===== config.mk =====
export PLATFORM = sky130hd
export DESIGN_NAME = serial_subtractor_flat
export DESIGN_NICKNAME = d
export VERILOG_FILES = /design/src/rtl/serial_subtractor_pkg.sv /design/src/rtl/serial_subtractor_if.sv /design/src/rtl/serial_subtractor_cell.sv /design/src/rtl/serial_subtractor.sv /design/src/flat_wrapper.sv
export SDC_FILE = /design/constraint.sdc
export NUM_CORES = 1
export LEC_CHECK = 0
export BUFFER_PORTS_ARGS = -buffer_cell sky130_fd_sc_hd__buf_2
export CAP_MARGIN = 20
export CELL_PAD_IN_SITES_DETAIL_PLACEMENT = 2
export CELL_PAD_IN_SITES_GLOBAL_PLACEMENT = 2
export CORE_MARGIN = 2
export CORE_UTILIZATION = 34
export DETAILED_ROUTE_END_ITERATION = 16
export GPL_ROUTABILITY_DRIVEN = 0
export GPL_TIMING_DRIVEN = 0
export HOLD_SLACK_MARGIN = 0.12
export PLACE_DENSITY_LB_ADDON = 0.25
export SETUP_SLACK_MARGIN = 0.3
export SLEW_MARGIN = 10
export SYNTH_ARGS = -nofsm -noshare
export SYNTH_HDL_FRONTEND = slang
export SYNTH_SLANG_ARGS = --single-unit

===== constraint.sdc =====
create_clock -name clk -period 1.65 [get_ports clk]
set_input_delay 0.0825 -clock clk [delete_from_list [all_inputs] [get_ports clk]]
set_output_delay 0.0825 -clock clk [all_outputs]
set_load 0.005 [all_outputs]

===== src/rtl/serial_subtractor_pkg.sv =====
// Shared types and defaults for the bit-serial subtractor.
package serial_sub_pkg;

    typedef enum logic [1:0] {
        IDLE,
        RUN,
        DONE
    } sub_state_t;

    localparam int DEFAULT_WIDTH = 8;

endpackage


===== src/rtl/serial_subtractor_if.sv =====
// Operand/result handshake bundle for the bit-serial subtractor.
interface serial_subtractor_if
    import serial_sub_pkg::*;
#(
    parameter int WIDTH = DEFAULT_WIDTH
);
    logic             in_valid;
    logic             in_ready;
    logic [WIDTH-1:0] a;
    logic [WIDTH-1:0] b;
    logic             out_valid;
    logic             out_ready;
    logic [WIDTH-1:0] diff;
    logic             borrow_out;

    modport master (
        output in_valid, a, b, out_ready,
        input  in_ready, out_valid, diff, borrow_out
    );

    modport slave (
        input  in_valid, a, b, out_ready,
        output in_ready, out_valid, diff, borrow_out
    );
endinterface


===== src/rtl/serial_subtractor_cell.sv =====
// One-bit full subtractor: a - b - bin, producing the difference bit and borrow.
module one_bit_subtractor (
    input  logic a,
    input  logic b,
    input  logic bin,
    output logic diff,
    output logic bout
);
    assign diff = a ^ b ^ bin;
    assign bout = (~a & b) | (~(a ^ b) & bin);
endmodule


===== src/rtl/serial_subtractor.sv =====
// Bit-serial WIDTH-bit subtractor: diff = a - b, LSB first, one bit per clock.
module serial_subtractor
    import serial_sub_pkg::*;
#(
    parameter int WIDTH = DEFAULT_WIDTH
) (
    input logic          clk,
    input logic          resetn,
    serial_subtractor_if.slave bus
);
    localparam int CW = $clog2(WIDTH + 1);
    localparam logic [CW-1:0] LAST = CW'(WIDTH - 1);

    sub_state_t       state;
    logic [WIDTH-1:0] shift_a;
    logic [WIDTH-1:0] shift_b;
    logic [WIDTH-1:0] diff_sr;
    logic [WIDTH-1:0] diff_next;
    logic [CW-1:0]    count;
    logic             borrow;
    logic             borrow_res;
    logic             d_bit;
    logic             b_next;

    one_bit_subtractor u_cell (
        .a    (shift_a[0]),
        .b    (shift_b[0]),
        .bin  (borrow),
        .diff (d_bit),
        .bout (b_next)
    );

    // New bits enter at the MSB so bit i lands at diff[i] after WIDTH steps.
    generate
        if (WIDTH == 1) begin : g_w1
            assign diff_next = d_bit;
        end else begin : g_wn
            assign diff_next = {d_bit, diff_sr[WIDTH-1:1]};
        end
    endgenerate

    assign bus.in_ready   = (state == IDLE);
    assign bus.out_valid  = (state == DONE);
    assign bus.diff       = diff_sr;
    assign bus.borrow_out = borrow_res;

    always_ff @(posedge clk or negedge resetn) begin
        if (!resetn) begin
            state      <= IDLE;
            shift_a    <= '0;
            shift_b    <= '0;
            diff_sr    <= '0;
            count      <= '0;
            borrow     <= 1'b0;
            borrow_res <= 1'b0;
        end else begin
            case (state)
                IDLE: begin
                    if (bus.in_valid) begin
                        shift_a <= bus.a;
                        shift_b <= bus.b;
                        borrow  <= 1'b0;
                        count   <= '0;
                        state   <= RUN;
                    end
                end
                RUN: begin
                    shift_a <= shift_a >> 1;
                    shift_b <= shift_b >> 1;
                    diff_sr <= diff_next;
                    borrow  <= b_next;
                    count   <= count + 1'b1;
                    if (count == LAST) begin
                        borrow_res <= b_next;
                        state      <= DONE;
                    end
                end
                DONE: begin
                    if (bus.out_ready) begin
                        state <= IDLE;
                    end
                end
                default: state <= IDLE;
            endcase
        end
    end
endmodule


===== src/flat_wrapper.sv =====
// flat-port wrapper written by rule: the top's interface ports become plain ports
module serial_subtractor_flat import serial_sub_pkg::*;
#(
    parameter int WIDTH = DEFAULT_WIDTH
)
  (clk, resetn, bus_in_valid, bus_a, bus_b, bus_out_ready, bus_in_ready, bus_out_valid, bus_diff, bus_borrow_out);
  serial_subtractor_if #(.WIDTH(WIDTH)) bus_i ();
  input logic clk;
  input logic resetn;
  input wire logic [$bits(bus_i.in_valid)-1:0] bus_in_valid;
  input wire logic [$bits(bus_i.a)-1:0] bus_a;
  input wire logic [$bits(bus_i.b)-1:0] bus_b;
  input wire logic [$bits(bus_i.out_ready)-1:0] bus_out_ready;
  output wire logic [$bits(bus_i.in_ready)-1:0] bus_in_ready;
  output wire logic [$bits(bus_i.out_valid)-1:0] bus_out_valid;
  output wire logic [$bits(bus_i.diff)-1:0] bus_diff;
  output wire logic [$bits(bus_i.borrow_out)-1:0] bus_borrow_out;
  assign bus_i.in_valid = bus_in_valid;
  assign bus_i.a = bus_a;
  assign bus_i.b = bus_b;
  assign bus_i.out_ready = bus_out_ready;
  assign bus_in_ready = bus_i.in_ready;
  assign bus_out_valid = bus_i.out_valid;
  assign bus_diff = bus_i.diff;
  assign bus_borrow_out = bus_i.borrow_out;
  serial_subtractor #(.WIDTH(WIDTH)) u_core (.clk(clk), .resetn(resetn), .bus(bus_i));
endmodule

**Word level (Yosys, flattened, before mapping)**

Index checks and enable logic that the tools add are counted.

- Register bits after elaboration: 32
- Input bits: 20

- Add/sub/neg operators: 1
- Equality and inequality tests: 6
- Mux-type cells: 12
- Bitwise gates (word level): 7
- Reductions and logical operators: 5

Operators with widths:

| operator | number |
|---|---|
| $pmux 8 s2 | 2 |
| $mux 8 | 2 |
| $pmux 4 s2 | 1 |
| $mux 2 | 3 |
| $pmux 2 s3 | 1 |
| $add 4x1->4 const B | 1 |
| $eq 4x3->1 const B | 1 |
| $mux 4 | 1 |
| $ne 2x2->1 const B | 2 |
| $reduce_and 2->1 | 2 |
| $reduce_and 3->1 | 1 |
| $and 1x1->1 | 2 |
| $eq 2x1->1 const B | 1 |
| $eq 2x2->1 const B | 1 |
| $logic_not 2->1 | 1 |
| $ne 2x1->1 const B | 1 |
| $not 1->1 | 2 |
| $pmux 1 s2 | 1 |
| $reduce_bool 2->1 | 1 |
| $xor 1x1->1 | 2 |
| $mux 1 | 1 |
| $or 1x1->1 | 1 |

**Logic depth before layout (Yosys ltp)**

Gate-level depths: netlist of the first run.

- Word-level depth: 5
- Depth in mapped cells: 6
- Gate-level depth less buffers: 4

**By module**

A second synthesis of the first run with hierarchy kept.

- Cell total of the unflattened synthesis: 142
- Area, all modules: 1,400.1 um2

By module, submodules not included:

| module | instances | cells an instance | area an instance (um2) |
|---|---|---|---|
| serial_subtractor | 1 | 138 | 1,368.8 |
| one_bit_subtractor | 1 | 4 | 31.3 |

**Worst setup path after synthesis of the first run**

OpenSTA, ideal clock, no wires.

- Kind: reg2reg
- From: reg u_core.state[1]
- To: reg u_core.diff_sr[4] (netlist: u_core.bus.diff[4])
- Library setup time: 0.125 ns
- Arrival: 1.133 ns
- Required time: 1.525 ns
- Path slack: 0.392 ns
- Stages on the path, launching flop included: 6
- Cells stage by stage: dfrtp_1 buf_6 nand2b_4 buf_6 buf_6 mux2_4

- Word-level cells in the longest chain between the ends: 1

RTL lines:

| what | RTL line | RTL |
|---|---|---|
| start, declared | serial_subtractor.sv:14 | `sub_state_t state;` |
| start signal, assigned | serial_subtractor.sv:49 | `state <= IDLE;` |
| start signal, assigned | serial_subtractor.sv:64 | `state <= RUN;` |
| start signal, assigned | serial_subtractor.sv:75 | `state <= DONE;` |
| $eq 2x1->1 | serial_subtractor.sv:57 | `case (state)` |
| end signal, assigned | serial_subtractor.sv:70 | `diff_sr <= diff_next;` |
| end, declared | serial_subtractor.sv:17 | `logic [WIDTH-1:0] diff_sr;` |

No other way between the ends.
A chain may end at the register's enable or synchronous reset.

**Final worst setup path of the first run**

- From: reg u_core.state[1]
- To: reg u_core.diff_sr[7] (netlist: u_core.bus.diff[7])

The elaborated chain is that of the path after synthesis.

==> flow_summary.json, run 1 <==
{
  "pin_count": 31,
  "num_rows": 23,
  "final_area_um2": 1950,
  "synth.distinct_cells": 28,
  "synth_edf_count": 0,
  "r2r-start": "u_core.state[1]",
  "hp-class": "input port to flop",
  "detail-route-antenna-nets": 0,
  "drt-wirelength-per-cell_um": 17.1,
  "dpl_worst_slack_ps": 313,
  "cp-start-kind": "flop",
  "grt_max_degree": 33,
  "crit_top_cell": "buf_8",
  "netlist_area_um2": 1430,
  "clock-sinks": 32,
  "rsz0062_at_grt": "yes",
  "ir_drop_mv": 0.692,
  "dr_total_vias": 1202,
  "setup_tns_ps": 0,
  "die_area_um2": 4750,
  "power.density_nw_per_um2": 1860,
  "htree_levels": 2,
  "setup_viol": 0,
  "die_h_um": 68.9,
  "multiInputGateArea_um2": 553,
  "cpLargestDelayFamily": "buffers and inverters",
  "final-hold-violation-count": 0,
  "dr.first_iter.drc_count": 62,
  "final.setup.worst_slack_ps": 322,
  "syn_avg_cell_area_um2": 11.5,
  "cpMaxStageDelayCell": "dfrtp_1",
  "path_cells": "buf_6 -> nand2b_4 -> buf_8 -> buf_8 -> mux2_4",
  "core_um2": 4030,
  "antennaDiodeCount": 0,
  "clk_path_buf_depth": 2,
  "n_fill_cell": 446,
  "maxSlewViolCount": 0,
  "worstMarginPinSlew_ps": 735,
  "status": "complete, no violations",
  "synth_flop_cell": "dfrtp_1",
  "layout-drive-gt1-share_pct": 34.1,
  "r2r_end": "u_core.bus.diff[7]",
  "yosys_warnings": 0,
  "cts_tree": "done",
  "synth_common_cells": "dfrtp_1, o21ai_0, nand2_1",
  "clkTransAtPathRegs_ps": 60,
  "grt_pass1_vias": 1272,
  "area_growth_syn_to_layout_pct": 36.3,
  "finClkSkew_ps": 4.42,
  "synthCells": 125,
  "worstPathArrival_ps": 1500,
  "io_buffers": 30,
  "crit_fanout": 6,
  "ff2ff_setup_slack_ps": 320,
  "min_period_ps": 1330,
  "hold_path.startpoint": "bus_b[0]",
  "ys_seq_elements": 32,
  "max_stage_delay_ps": 390,
  "routed_wl_um": 3970,
  "worstRegToRegCells": 5,
  "dieWidth_um": 68.9,
  "final.period_utilization_pct": 80.5,
  "crit_buf_inv": 3,
  "max_freq_mhz": 753,
  "start_util_pct": 35.5,
  "synth_most_common_cell": "dfrtp_1",
  "drcViolationCount": 0,
  "clk_latency_ps": 280,
  "placed_cell_area_um2": 1640,
  "seq_area_um2": 802,
  "overflow": 0,
  "relSlewSlack_pct": 51.0,
  "required_ps": 1820,
  "synth_nets": 147,
  "clock_tree.root_cell": "clkbuf_8",
  "p_leak_nw": 0.905,
  "track_usage_pct": 18.6,
  "async_flop_share_pct": 100,
  "final_nets": 203,
  "grt_pass1_wl_um": 6120,
  "critPathCaptureType": "flop",
  "holdPathStages": 3,
  "cts_made_buffers": 5,
  "drt-pass1-iter-count": 4,
  "yosysTopAreaCellShare_pct": 55.9,
  "viasPerCell": 5.18,
  "hpwl_um": 2530,
  "yosys-top-cells-area": "dfrtp_1, o21ai_0, a22oi_1",
  "synth_top_cell_by_area": "dfrtp_1",
  "antenna_found_initial": 0,
  "ys_seq_area_share_pct": 55.9,
  "hold_end": "u_core.shift_b[0]",
  "drv_cap": 0,
  "crit_type": "flop to flop"
}
## worst min-delay path, cell delays in order
cell	delay (ps)
buf_2	90
a22oi_1	60
o21ai_1	110
## metal layers
layer	vias to the layer above	global-route usage [%]	wire (um)
met4	0	8.09	66
met5	-	0	0
met3	8	4.87	144
met2	30	32.2	2130
met1	610	21.7	1620
li1	554	-	-
## cells in the final DEF, fill, tap and decap left out, types with 2 or more instances in the layout
master,count
buf_2,31
dfrtp_1,31
nand2_1,18
o21ai_0,15
dlygate4sd3_1,15
a22oi_1,13
clkbuf_8,6
buf_4,5
o21ai_1,5
mux2_2,5
inv_1,4
mux2_4,4
clkbuf_1,3
clkbuf_4,2
buf_8,2
a32o_1,2
nor2_1,2
## how the worst max path moves through the flow
stage,start,end,slack (ps),cells past startpoint
3_3_place_gp,u_core.state[1],u_core.bus.diff[5],340,5
3_5_place_dp,u_core.state[1],u_core.bus.diff[6],310,5
6_report,u_core.state[1],u_core.bus.diff[7],320,5
5_1_grt,u_core.state[1],u_core.bus.borrow_out,280,6
4_1_cts,u_core.state[1],u_core.bus.diff[6],300,5
2_1_floorplan,u_core.state[1],u_core.bus.diff[4],390,5
## cell families (layout without fill, tap and decap cells)
group                      count (synthesis)  after routing  synth area share, %
AOI/OAI and AO/OA                         41             41                 18.4
adders and majority gates                  2              2                 2.27
buffers and inverters                     13             70                 5.94
DFF                                       32             32                 55.9
muxes                                      9              9                 8.13
and+or+nand+nor                           28             28                 9.35
## sequential cells by signal, indices dropped and copies added, names as in the netlist
register and cells:
u_core.borrow 1, u_core.bus.borrow_out 1, u_core.bus.diff 8, u_core.count 4, u_core.shift_a 8, u_core.shift_b 8
u_core.state 2
## through the flow
step | total power [mW] | std cells | util, % | hold WS, ps
floorplan | 2.33 | 125 | - | -213
global placement | 2.69 | 205 | 40.8 | 176
detailed placement | 2.82 | 205 | 40.8 | 187
CTS | 3.49 | 228 | 46.8 | 126
global route | 3.94 | 232 | 48.4 | 136
finish | 3.64 | 232 | 48.4 | 105
## cell type report
class	count	share of cell area (%)
flip-flops and latches	32	41.1
multi-input cells	80	28.4
repair buffers	49	17.7
clock buffers	8	4.62
plain buffers	9	4.23
well taps	50	3.21
inverters	4	0.770
## power by group
part           internal [mW]  switching [mW]  total (mW)  leakage [nW]
Combinational          0.890           0.746        1.64         0.454
Sequential              1.13           0.248        1.38         0.405
Clock                  0.340           0.283       0.623        0.0455
## what timing repair did
| item | CTS | global route |
|---|---|---|
| hold buffers | 15 | 0 |
| pin swaps | 0 | 0 |
| cloned | 0 | 2 |
| gates resized for setup | 1 | 12 |
| endpoints found under the hold margin | 45 | 0 |
| endpoints found under the setup margin | 1 | 22 |
| setup buffers | 0 | 2 |
Note: power is estimated with default switching activity, not from simulation.
==> inputs of run 2 (changes only) <==
==> constraint.sdc (replaced) <==
create_clock -name clk -period 1.35 [get_ports clk]
set_input_delay 0.0675 -clock clk [delete_from_list [all_inputs] [get_ports clk]]
set_output_delay 0.0675 -clock clk [all_outputs]
set_load 0.005 [all_outputs]
==> run 2 against run 1 <==
Compared with the run above: clock skew grew 3.9 ps; cell count grew 5.2%; first-iteration DRC count shrank 40%; clock power is 28% higher; total power is 49% higher.
==> flow_summary.json, run 2 (same netlist as run 1, synthesis figures left out) <==
{
  "status": "complete, no violations",
  "hpwl_um": 2620,
  "cpMaxStageDelayCell": "dfrtp_1",
  "routed_wl_um": 5590,
  "max_stage_delay_ps": 370,
  "pin_count": 31,
  "grt_pass1_vias": 1427,
  "grt_pass1_wl_um": 8220,
  "holdWs_ps": 233,
  "clk_latency_ps": 300,
  "cp-startpoint": "u_core.state[1]",
  "cp-start-kind": "flop",
  "clkTransAtPathRegs_ps": 70,
  "n_fill_cell": 399,
  "core_um2": 4030,
  "required_ps": 1530,
  "hold_path.startpoint": "bus_a[1]",
  "ir_drop_mv": 1.15,
  "grt_max_degree": 33,
  "htree_levels": 2,
  "final_cell_mix": "buf_2, dfrtp_1, nand2_1, dlygate4sd3_1, a22oi_2",
  "rsz0062_at_grt": "yes",
  "area_growth_syn_to_layout_pct": 56.7,
  "drt-pass1-iter-count": 4,
  "dr.first_iter.drc_count": 37,
  "crit_top_cell": "buf_6",
  "viasPerCell": 5.24,
  "start_util_pct": 35.5,
  "die_h_um": 68.9,
  "antennaDiodeCount": 0,
  "max_freq_mhz": 763,
  "clock-sinks": 32,
  "critPathCaptureType": "flop",
  "setup_viol": 0,
  "final_nets": 215,
  "worstPathArrival_ps": 1490,
  "crit_buf_inv": 3,
  "final-hold-violation-count": 0,
  "hp-class": "input port to flop",
  "detail-route-antenna-nets": 0,
  "num_rows": 23,
  "path_cells": "buf_6 -> nand2b_4 -> buf_6 -> buf_8 -> mux2_4",
  "cts_tree": "done",
  "final.period_utilization_pct": 97.1,
  "drt-wirelength-per-cell_um": 22.9,
  "setup_tns_ps": 0,
  "layout-drive-gt1-share_pct": 50.5,
  "dr_total_vias": 1279,
  "cts_made_buffers": 5,
  "relSlewSlack_pct": 52.0,
  "worstMarginPinSlew_ps": 720,
  "cpLargestDelayFamily": "buffers and inverters",
  "dieWidth_um": 68.9,
  "track_usage_pct": 25.7,
  "clk_path_buf_depth": 2,
  "clock_tree.root_cell": "clkbuf_8",
  "maxSlewViolCount": 0,
  "antenna_found_initial": 0,
  "finClkSkew_ps": 8.28,
  "drcViolationCount": 0,
  "overflow": 0,
  "p_leak_nw": 1.01,
  "power.density_nw_per_um2": 2410,
  "die_area_um2": 4750,
  "r2r-start": "u_core.state[1]",
  "drv_cap": 0,
  "crit_type": "flop to flop",
  "crit_fanout": 5,
  "min_period_ps": 1310,
  "io_buffers": 30
}
[run 2: routing by layer]
metal	track usage (%)	wire length (um)	vias to the layer above	share of wire (%)
met5	0	0	-	0
met4	8.82	125	0	2.2
met3	5.68	170	10	3.0
met2	46.9	3090	31	55
met1	29.5	2210	659	39
li1	-	-	579	-
[run 2: what timing repair did]
item / CTS / global route
pin swaps: 2 / 7
endpoints found under the setup margin: 34 / 34
hold endpoints to repair: 48 / 0
gates cloned: 3 / 0
resized for setup: 21 / 22
hold buffers: 18 / 0
setup buffers: 9 / 1
[run 2: worst paths after layout]
check / to / slack [ps] / cells past startpoint
setup / recovery: u_core.bus.diff[5] / 40 / 5
hold / removal: u_core.shift_a[1] / 230 / 4
setup reg to reg: u_core.bus.diff[5] / 40 / 5
hold reg to reg: u_core.bus.borrow_out / 510 / 2
max in group asynchronous: u_core.state[0] / 490 / 2
min in group asynchronous: u_core.shift_a[2] / 360 / 2
[run 2: area by class of cell]
| class | instances | area (um^2) | area share [%] |
|---|---|---|---|
| clock buffers | 8 | 90.1 | 4.02 |
| well taps | 50 | 62.6 | 2.79 |
| inverters | 4 | 15.0 | 0.669 |
| flip-flops and latches | 32 | 802 | 35.8 |
| multi-input cells | 80 | 693 | 30.9 |
| plain buffers | 9 | 103 | 4.57 |
| repair buffers | 61 | 478 | 21.3 |
[run 2: per-stage QoR]
stage                     setup WS, ps  cell area, um^2  power (mW)  std cells  util [%]
final                             38.9             2240        5.42        244      55.7
after CTS                         53.4             2160        5.01        243      53.7
after global routing             -12.3             2240        5.72        244      55.7
after floorplan                   93.4             1500        3.02        125         -
after global placement            41.4             1710        3.47        205      42.4
after detailed placement          14.9             1710        3.63        205      42.4
[run 2: worst register-to-register path: cells and delay by family (launching register included)]
family | cells | cell delay, ps
buffers and inverters | 3 | 400
flip-flops | 1 | 370
multiplexers | 1 | 290
AND/OR/NAND/NOR | 1 | 140
[run 2: power breakdown]
| part | leakage [nW] | switching (mW) | internal (mW) |
|---|---|---|---|
| Combinational | 0.562 | 1.33 | 1.55 |
| Sequential | 0.405 | 0.362 | 1.38 |
| Clock | 0.0455 | 0.382 | 0.416 |
| Total | 1.01 | 2.07 | 3.35 |
==> inputs of run 3 (changes only) <==
==> constraint.sdc (replaced) <==
create_clock -name clk -period 1.35 [get_ports clk]
set_input_delay 0.0675 -clock clk [delete_from_list [all_inputs] [get_ports clk]]
set_output_delay 0.0675 -clock clk [all_outputs]
set_load 0.1 [all_outputs]
==> run 3 against run 2 <==
Compared with the run above: the run now ends with negative setup slack left; sequential share of layout area down 1.6 points; clock-buffer cell count unchanged; sequential power up 6%; hold slack better by 60 ps; die area unchanged; via count increased by 7.9%; combinational power is 58% higher; clock skew grew 2.6 ps; routed wire length up 21%; global-route usage increased by 1.1 points; largest cell class unchanged.
==> flow_summary.json, run 3 (same netlist as run 1, synthesis figures left out) <==
{
  "die_area_um2": 4750,
  "antennaDiodeCount": 0,
  "max_stage_delay_ps": 400,
  "power.density_nw_per_um2": 3020,
  "drt-pass1-iter-count": 4,
  "crit_buf_inv": 3,
  "crit_type": "flop to flop",
  "critPathCaptureType": "flop",
  "io_buffers": 30,
  "placed_cell_area_um2": 1690,
  "crit_fanout": 5,
  "grt_pass1_vias": 1485,
  "rsz0062_at_grt": "yes",
  "antenna_found_initial": 0,
  "dr.first_iter.drc_count": 26,
  "hpwl_um": 2570,
  "layout-drive-gt1-share_pct": 53.2,
  "ir_drop_mv": 1.25,
  "dieWidth_um": 68.9,
  "final_util_pct": 59.2,
  "setup_tns_ps": -136,
  "path_cells": "buf_6 -> nand2b_4 -> buf_6 -> buf_8 -> mux2_4",
  "required_ps": 1520,
  "drv_cap": 0,
  "clkTransAtPathRegs_ps": 80,
  "final_area_um2": 2380,
  "cts_made_buffers": 5,
  "min_period_ps": 1370,
  "clock_tree.root_cell": "clkbuf_8",
  "routed_wl_um": 6750,
  "core_um2": 4030,
  "viasPerCell": 5.50,
  "final.setup.worst_slack_ps": -24.9,
  "drt-wirelength-per-cell_um": 26.9,
  "dr_total_vias": 1380,
  "dpl_worst_slack_ps": -0.639,
  "clock-sinks": 32,
  "setup_viol": 11,
  "final_nets": 222,
  "holdWs_ps": 293,
  "overflow": 0,
  "r2r-start": "u_core.state[1]",
  "n_fill_cell": 376,
  "cpLargestDelayFamily": "buffers and inverters",
  "die_h_um": 68.9,
  "layout_commonest_cell": "dfrtp_1",
  "hp-class": "input port to flop",
  "maxSlewViolCount": 0,
  "dp_cells": 205,
  "ff2ff_setup_slack_ps": -20,
  "violations": "negative setup slack",
  "cp-start-kind": "flop",
  "track_usage_pct": 26.8,
  "max_freq_mhz": 727,
  "grt_max_degree": 33,
  "area_growth_syn_to_layout_pct": 66.5,
  "start_util_pct": 35.5,
  "final.period_utilization_pct": 102,
  "cp-startpoint": "u_core.state[1]",
  "crit_top_cell": "buf_6",
  "final-hold-violation-count": 0,
  "finClkSkew_ps": 10.9,
  "worstPathArrival_ps": 1550,
  "status": "complete, but fails checks",
  "htree_levels": 2,
  "clk_path_buf_depth": 2,
  "num_rows": 23,
  "multiInputGateArea_um2": 678,
  "p_leak_nw": 1.06,
  "grt_pass1_wl_um": 8490,
  "final_cell_mix": "dfrtp_1, buf_4, nand2_1, dlygate4sd3_1, buf_2",
  "cpMaxStageDelayCell": "dfrtp_1",
  "relSlewSlack_pct": 69.0,
  "cts_tree": "done",
  "hold_path.startpoint": "bus_a[1]",
  "detail-route-antenna-nets": 0,
  "clk_latency_ps": 300,
  "power_mw": 7.20,
  "seq_area_um2": 813,
  "worstMarginPinSlew_ps": 466,
  "drcViolationCount": 0,
  "pin_count": 31,
  "fin_cells": 251
}
## run 3: final timing paths
path	endpoint	cells past startpoint
worst max-delay path	u_core.bus.diff[5]	5
worst min-delay path	u_core.shift_a[1]	4
worst max register to register	u_core.bus.diff[5]	5
worst min register to register	u_core.shift_b[0]	2
max in group asynchronous	u_core.bus.diff[7]	2
min in group asynchronous	u_core.state[1]	2
## run 3: final cells by class
class / count / share of cell area (%)
well taps: 50 / 2.62
plain buffers: 8 / 4.15
repair buffers: 69 / 26.2
multi-input cells: 80 / 28.5
flip-flops and latches: 32 / 34.1
clock buffers: 8 / 3.78
inverters: 4 / 0.630
## run 3: power by group
part | total (mW) | switching [mW] | leakage, nW | internal [mW]
sequential | 1.84 | 0.436 | 0.396 | 1.41
combinational | 4.54 | 2.67 | 0.621 | 1.87
clock | 0.809 | 0.393 | 0.0455 | 0.417
## run 3: repair_timing
item / in CTS / in global routing
hold buffers: 18 / 0
gates cloned: 3 / 0
pin swaps: 4 / 3
endpoints found under the setup margin: 43 / 49
resized for setup: 42 / 26
hold endpoints to repair: 48 / 0
setup buffers: 11 / 7
## run 3: per-layer routing
layer | global-route usage, % | vias to the layer above | wire length (um)
met4 | 7.11 | 0 | 313
met3 | 5.84 | 24 | 249
li1 | - | 593 | -
met5 | 0 | - | 0
met2 | 50.7 | 51 | 3530
met1 | 30.2 | 712 | 2650
## run 3: worst min-delay path: stages
cell and delay, ps:
buf_2 80, and3b_1 150, a21oi_1 60, o21ai_1 180
